===== src/rtl/add_sub_pkg.sv =====
// Shared opcode constants and flag bundle for the pipelined add/subtract datapath.
package add_sub_pkg;

    localparam logic OP_ADD = 1'b0;
    localparam logic OP_SUB = 1'b1;

    typedef struct packed {
        logic cout;
        logic ovfl;
        logic zero;
    } flags_t;

endpackage


===== src/rtl/add_sub_slice.sv =====
// Combinational CHUNK-bit ripple slice: sum = a + (b ^ sub) + cin.
module add_sub_slice
    import add_sub_pkg::*;
#(
    parameter int CHUNK = 4
) (
    input  logic [CHUNK-1:0] a,
    input  logic [CHUNK-1:0] b,
    input  logic             sub,
    input  logic             cin,
    output logic [CHUNK-1:0] sum,
    output logic             cout,
    output logic             c_msb
);

    logic [CHUNK:0]   c;
    logic [CHUNK-1:0] bx;

    always_comb begin
        bx   = b ^ {CHUNK{sub}};
        c    = '0;
        c[0] = cin;
        sum  = '0;
        for (int unsigned i = 0; i < CHUNK; i++) begin
            sum[i]   = a[i] ^ bx[i] ^ c[i];
            c[i+1]   = (a[i] & bx[i]) | (c[i] & (a[i] ^ bx[i]));
        end
    end

    assign cout  = c[CHUNK];
    assign c_msb = c[CHUNK-1];

endmodule


===== src/rtl/pipelined_add_sub.sv =====
// Pipelined add/subtract, one CHUNK slice per stage, global-enable valid/ready pipeline.
// Optional saturation on signed overflow: define PIPELINED_ADD_SUB_SAT_EN.
module pipelined_add_sub
    import add_sub_pkg::*;
#(
    parameter int WIDTH = 16,
    parameter int CHUNK = 4
) (
    input  logic             clk,
    input  logic             rst,
    input  logic             in_valid,
    output logic             in_ready,
    input  logic [WIDTH-1:0] in_a,
    input  logic [WIDTH-1:0] in_b,
    input  logic             in_sub,
    output logic             out_valid,
    input  logic             out_ready,
    output logic [WIDTH-1:0] out_rslt,
    output logic             out_cout,
    output logic             out_ovfl,
    output logic             out_zero
);

    localparam int STAGES = WIDTH / CHUNK;

    logic             adv;
    logic             res_v_q;
    logic [WIDTH-1:0] res_q;
    logic [WIDTH-1:0] rslt_d;
    flags_t           flg_q;
    flags_t           flg_d;
    logic             cm_last;

    assign adv      = !res_v_q || out_ready;
    assign in_ready = adv && !rst;

    // Each stage's *_in signals are the operands still to be consumed; the
    // register bank feeding stage k lives inside stage k and only keeps
    // operand bits from slice k upward plus the result bits below it.
    for (genvar k = 0; k < STAGES; k++) begin : g_st
        localparam int LO = k * CHUNK;
        localparam int HI = LO + CHUNK - 1;

        logic             v_in;
        logic             sub_in;
        logic             c_in;
        logic [WIDTH-1:LO] a_in;
        logic [WIDTH-1:LO] b_in;
        logic [CHUNK-1:0] sum;
        logic             co;
        logic [HI:0]      acc;

        if (k == STAGES - 1) begin : g_last
            add_sub_slice #(.CHUNK(CHUNK)) u_slice (
                .a(a_in[HI:LO]), .b(b_in[HI:LO]), .sub(sub_in), .cin(c_in),
                .sum(sum), .cout(co), .c_msb(cm_last)
            );
        end else begin : g_mid
            logic cm_unused;
            add_sub_slice #(.CHUNK(CHUNK)) u_slice (
                .a(a_in[HI:LO]), .b(b_in[HI:LO]), .sub(sub_in), .cin(c_in),
                .sum(sum), .cout(co), .c_msb(cm_unused)
            );
        end

        if (k == 0) begin : g_head
            assign v_in   = in_valid;
            assign sub_in = in_sub;
            assign c_in   = (in_sub == OP_SUB);
            assign a_in   = in_a;
            assign b_in   = in_b;
            assign acc    = sum;
        end else begin : g_body
            logic              v_q;
            logic              sub_q;
            logic              c_q;
            logic [WIDTH-1:LO] a_q;
            logic [WIDTH-1:LO] b_q;
            logic [LO-1:0]     r_q;

            always_ff @(posedge clk) begin
                if (rst) begin
                    v_q   <= 1'b0;
                    sub_q <= 1'b0;
                    c_q   <= 1'b0;
                    a_q   <= '0;
                    b_q   <= '0;
                    r_q   <= '0;
                end else if (adv) begin
                    v_q   <= g_st[k-1].v_in;
                    sub_q <= g_st[k-1].sub_in;
                    c_q   <= g_st[k-1].co;
                    a_q   <= g_st[k-1].a_in[WIDTH-1:LO];
                    b_q   <= g_st[k-1].b_in[WIDTH-1:LO];
                    r_q   <= g_st[k-1].acc;
                end
            end

            assign v_in   = v_q;
            assign sub_in = sub_q;
            assign c_in   = c_q;
            assign a_in   = a_q;
            assign b_in   = b_q;
            assign acc    = {sum, r_q};
        end
    end

    always_comb begin
        rslt_d     = g_st[STAGES-1].acc;
        flg_d.cout = g_st[STAGES-1].co;
        flg_d.ovfl = g_st[STAGES-1].co ^ cm_last;
`ifdef PIPELINED_ADD_SUB_SAT_EN
        // Overflow direction follows A's sign (A and B' share it on overflow).
        if (flg_d.ovfl) begin
            rslt_d = g_st[STAGES-1].a_in[WIDTH-1] ? {1'b1, {(WIDTH-1){1'b0}}}
                                                   : {1'b0, {(WIDTH-1){1'b1}}};
        end
`endif
        flg_d.zero = g_st[STAGES-1].v_in && (rslt_d == '0);
    end

    always_ff @(posedge clk) begin
        if (rst) begin
            res_v_q <= 1'b0;
            res_q   <= '0;
            flg_q   <= '0;
        end else if (adv) begin
            res_v_q <= g_st[STAGES-1].v_in;
            res_q   <= rslt_d;
            flg_q   <= flg_d;
        end
    end

    assign out_valid = res_v_q;
    assign out_rslt  = res_q;
    assign out_cout  = flg_q.cout;
    assign out_ovfl  = flg_q.ovfl;
    assign out_zero  = flg_q.zero;

endmodule


===== config.mk =====
export PLATFORM = sky130hd
export DESIGN_NAME = pipelined_add_sub
export DESIGN_NICKNAME = d
export VERILOG_FILES = /design/src/rtl/add_sub_pkg.sv /design/src/rtl/add_sub_slice.sv /design/src/rtl/pipelined_add_sub.sv
export SDC_FILE = /design/constraint.sdc
export NUM_CORES = 1
export LEC_CHECK = 0
export BUFFER_PORTS_ARGS = -buffer_cell sky130_fd_sc_hd__buf_2
export CAP_MARGIN = 20
export CORE_MARGIN = 3
export CORE_UTILIZATION = 35
export CTS_BUF_LIST = sky130_fd_sc_hd__clkbuf_2
export DETAILED_ROUTE_END_ITERATION = 16
export GPL_ROUTABILITY_DRIVEN = 0
export PLACE_DENSITY = 0.63
export SKIP_CTS_REPAIR_TIMING = 1
export SYNTH_ARGS = -nofsm -noshare
export SYNTH_HDL_FRONTEND = slang
export SYNTH_SLANG_ARGS = --single-unit

===== constraint.sdc =====
create_clock -name clk -period 2.7 [get_ports clk]
set_input_delay 0.27 -clock clk [delete_from_list [all_inputs] [get_ports clk]]
set_output_delay 0.27 -clock clk [all_outputs]
set_load 0.03 [all_outputs]

==> results.md <==
Clocking:
- Clock-pin slew was measured on the worst setup and hold paths at 0.26 ns.
- CTS placed an instance of sky130_fd_sc_hd__clkbuf_2 at the clock tree root.
- TritonCTS created 9 clock buffers.
- The clock tree synthesis step divided the H-tree into 3 levels.
- TritonCTS built the clock tree.
- Clock latency on the worst-skew pair, taken at its later pin, is 0.54 ns.
- The buffer depth of the longest clock path is 2.
- The number of sinks driven by the clock tree is 101.

Finish:
- The area of all placed cells without fillers is 0.00479 sq mm.
- For this run, the number of standard cells in the final layout without fillers is 701.
- 0 antenna diodes ended up in the layout.
- The area growth from synthesis to layout is 18.4%.
- The utilization of the core after routing is 0.432.
- The proportion of layout cells with a drive suffix above 1 is 0.146.
- The number of nets in the finished design is 609.

STA:
- The portion of the clock cycle consumed by the worst path in the final layout is 0.936.
- The final count of hold timing violations came to 0.
- Across the routed clock network, the largest skew measured is 0.0161 ns.
- The final worst-path setup slack is 0.173 ns.
- Setup violations remaining at the end of the flow were counted as 0.
- The count of final max-slew check failures came to 0.
- Timing would allow up to 0.396 GHz.
- The actual transition at the worst max-transition pin is 0.645 ns.
- The worst max-slew margin expressed relative to the limit is 0.570.
- Summed over all failing endpoints, the final setup total negative slack is 0 ns.
- Setup repair after global routing left no endpoint under its margin.
- After layout, the minimum clock period comes to 2.53 ns.

Placed design:
- At the placement stage, the worst setup path has a slack of 0.0815 ns.
- Buffers placed on the I/O ports in this run total 57.
- The half-perimeter wire length of the detailed placement result is 5400 um.
- The total instance count after detailed placement is 658.
- In this run the cell area measured after placement is 0.00441 sq mm.

Routing:
- The number of routed nets with antenna violations is 0.
- In the final routed layout, each cell accounts on average for 11.4 um.
- In this run, the number of DRC markers left after iteration 0 of detailed routing was 213.
- After detailed routing, the number of vias per cell comes to 4.55.
- The residual DRC count is 0.
- The routed layout has 3190 vias.
- The total wire length after detailed routing is 8010 um.
- The first-pass iteration count of the detailed router is 4.

Yosys:
- The synthesized design contains 0 enable-type register cells.
- The post-synth net total is 545.
- After synthesis the cells add up to 0.00405 sq mm.
- The average instance in the mapped netlist occupies 8.21 sq um.
- After synthesis, the largest family of logic cells by area is simple AND/OR/NAND/NOR gates.
- Of the total synthesized cell area, the portion taken by full adders, half adders and majority gates is 0.0742.
- After synthesis, the cell types taking the most area are sky130_fd_sc_hd__dfxtp_1 (50%), sky130_fd_sc_hd__nand2_1 (17%), sky130_fd_sc_hd__a21oi_1 (11%).
- Of the total synthesized cell area, the portion taken by AND, OR, NAND and NOR gates is 0.194.
- Synthesis handed over a netlist of 493 instances.
- The number of synthesis warnings is 0.
- The post-synthesis compound-gate area fraction is 0.129.
- The number of different library cells in the post-synthesis netlist is 21.
- The xor and xnor area share after synthesis is 0.0368.
- Of the post-synthesis cell area, the dominant cell type holds 0.500.
- The sequential fraction of the synthesis area is 0.500.
- The post-synthesis cell type with the largest combined area is sky130_fd_sc_hd__dfxtp_1.
- The share of flip-flops with an asynchronous set or reset after synthesis is 0.
- The flip-flop and latch count after synthesis is 101.
- The primary flip-flop cell chosen by synthesis mapping is sky130_fd_sc_hd__dfxtp_1.
- The multiplexer area fraction after synthesis is 0.00278.

Flow run:
- The tool flagged a number of max-cap violations equal to 0.

Die:
- The die width is 114 um.
- The die extent in y is 114 um.
- The row count is 38.
- The initial utilization of the core area, before any placement, comes to 0.365.
- The die covers 0.0129 sq mm.
- The core region is 0.0111 sq mm.
- The number of primary I/O pins is 58.

Run status:
- The run finished with clean final reports.

GRT:
- The wire length of the first global-routing pass is 13500 um.
- The global-route usage over all layers is 0.127.
- The initial antenna violation count came to 0.
- The total congestion overflow is 0.
- The via count of the first global-routing pass is 2963.
- Entering global routing, the biggest net connects 74 pins.

Power:
- In this run the static leakage power is 1.98 nW.
- Dividing total power by cell area gives a power density of 540 mW/mm^2.
- VDD sags by at most 250 uV.

Critical path:
- The kind of capture point of the worst setup path is a flip-flop.
- The data arrival at the endpoint of the critical path is 3.03 ns.
- The worst register-to-register path has a setup slack of 0.17 ns.
- The data required time of the critical path is 3.20 ns.
- The maximum fanout encountered on the critical timing path is 2.
- The setup path with the least slack is of type flip-flop to flip-flop.
- The startpoint class of the critical path is a flip-flop.

Hold path:
- The class of the most critical hold timing path is primary input to flip-flop.
## layout make-up
type | count | area [sq um]
Clock buffer | 9 | 45.0
Clock inverter | 6 | 40.0
Fill cell | 1141 | 6290
Inverter | 19 | 71.3
Multi-Input combinational cell | 336 | 1790
Sequential cell | 101 | 2020
Tap cell | 140 | 175
Timing Repair Buffer | 90 | 641
## placed cells by master (no fill, tap or decap), types with 2 or more instances in the layout
cell type,Yosys,layout
sky130_fd_sc_hd__a21oi_1,91,91
sky130_fd_sc_hd__nand2_1,182,182
sky130_fd_sc_hd__buf_4,9,2
sky130_fd_sc_hd__dfxtp_1,101,99
sky130_fd_sc_hd__inv_1,19,19
sky130_fd_sc_hd__clkinv_1,0,2
sky130_fd_sc_hd__a211oi_1,8,8
sky130_fd_sc_hd__buf_12,0,3
sky130_fd_sc_hd__clkinvlp_4,0,2
sky130_fd_sc_hd__xor2_1,8,7
sky130_fd_sc_hd__buf_2,11,57
sky130_fd_sc_hd__nor2_1,12,12
sky130_fd_sc_hd__dlygate4sd3_1,0,28
sky130_fd_sc_hd__dfxtp_2,0,2
sky130_fd_sc_hd__clkbuf_2,0,9
sky130_fd_sc_hd__nor4_1,3,2
sky130_fd_sc_hd__fa_1,15,15
sky130_fd_sc_hd__xnor2_1,9,9
## flip-flops by register name, indices dropped and copies added, names as in the netlist
name	count
g_st.a_in	24
g_st.b_in	24
g_st.g_body.r_q	24
out_rslt	16
g_st.c_in	3
g_st.g_body.sub_q	3
g_st.g_body.v_q	3
out_cout	1
out_ovfl	1
out_valid	1
out_zero	1
## through the flow
step                total power (W)  hold WS, ns
detailed placement          0.00198        0.442
global route                0.00273       0.0836
CTS                         0.00258       -0.115
finish                      0.00259        0.108
floorplan                   0.00187        0.410
global placement            0.00197        0.436
## worst max-delay path, stage by stage, from the launching register on
cell                      delay (ns)
sky130_fd_sc_hd__dfxtp_2        0.41
sky130_fd_sc_hd__xor2_2         0.14
sky130_fd_sc_hd__fa_1           0.18
sky130_fd_sc_hd__inv_1          0.05
sky130_fd_sc_hd__fa_1           0.38
sky130_fd_sc_hd__fa_1           0.41
sky130_fd_sc_hd__inv_1          0.09
sky130_fd_sc_hd__fa_1           0.45
sky130_fd_sc_hd__nor4_2         0.14
sky130_fd_sc_hd__nand4_1        0.11
sky130_fd_sc_hd__o21ai_1        0.13
## where the power goes
group | internal, W | switching [W] | total [W]
Clock | 0.000115 | 0.000486 | 0.000601
Combinational | 0.000158 | 0.000184 | 0.000341
Sequential | 0.00159 | 0.0000561 | 0.00164
Total | 0.00186 | 0.000726 | 0.00259
## cell usage after synthesis, types with 3 or more instances
cell type	number
sky130_fd_sc_hd__a211oi_1	8
sky130_fd_sc_hd__a21oi_1	91
sky130_fd_sc_hd__buf_2	11
sky130_fd_sc_hd__buf_4	9
sky130_fd_sc_hd__clkbuf_1	17
sky130_fd_sc_hd__dfxtp_1	101
sky130_fd_sc_hd__fa_1	15
sky130_fd_sc_hd__inv_1	19
sky130_fd_sc_hd__nand2_1	182
sky130_fd_sc_hd__nor2_1	12
sky130_fd_sc_hd__nor4_1	3
sky130_fd_sc_hd__xnor2_1	9
sky130_fd_sc_hd__xor2_1	8
## per-layer routing
| layer | GRT usage | wire length, um | up-vias |
|---|---|---|---|
| met5 | 0 | 0 | - |
| li1 | - | - | 1690 |
| met1 | 0.180 | 3970 | 1440 |
| met2 | 0.193 | 3620 | 52 |
| met3 | 0.0281 | 311 | 8 |
| met4 | 0.0433 | 106 | 0 |
## cell families (layout without fill, tap and decap cells)
family | after synthesis | count (layout)
AOI/OAI and AO/OA | 100 | 100
xor gates and xnor gates | 17 | 17
adders and majority gates | 15 | 15
buffers and inverters | 56 | 124
DFF | 101 | 101
muxes | 1 | 1
and+or+nand+nor | 203 | 203
## worst paths after layout
path	startpoint	to	depth (start not counted)
max	g_st[3].g_body.sub_q$_SDFFE_PP0N_	out_zero$_SDFFE_PP0N_	10
min	out_ready	g_st[1].a_in[6]$_SDFFE_PP0N_	4
max reg2reg	g_st[3].g_body.sub_q$_SDFFE_PP0N_	out_zero$_SDFFE_PP0N_	10
min reg2reg	out_rslt[6]$_SDFFE_PP0N_	out_rslt[6]$_SDFFE_PP0N_	2
Note: power is estimated with default switching activity, not from simulation.
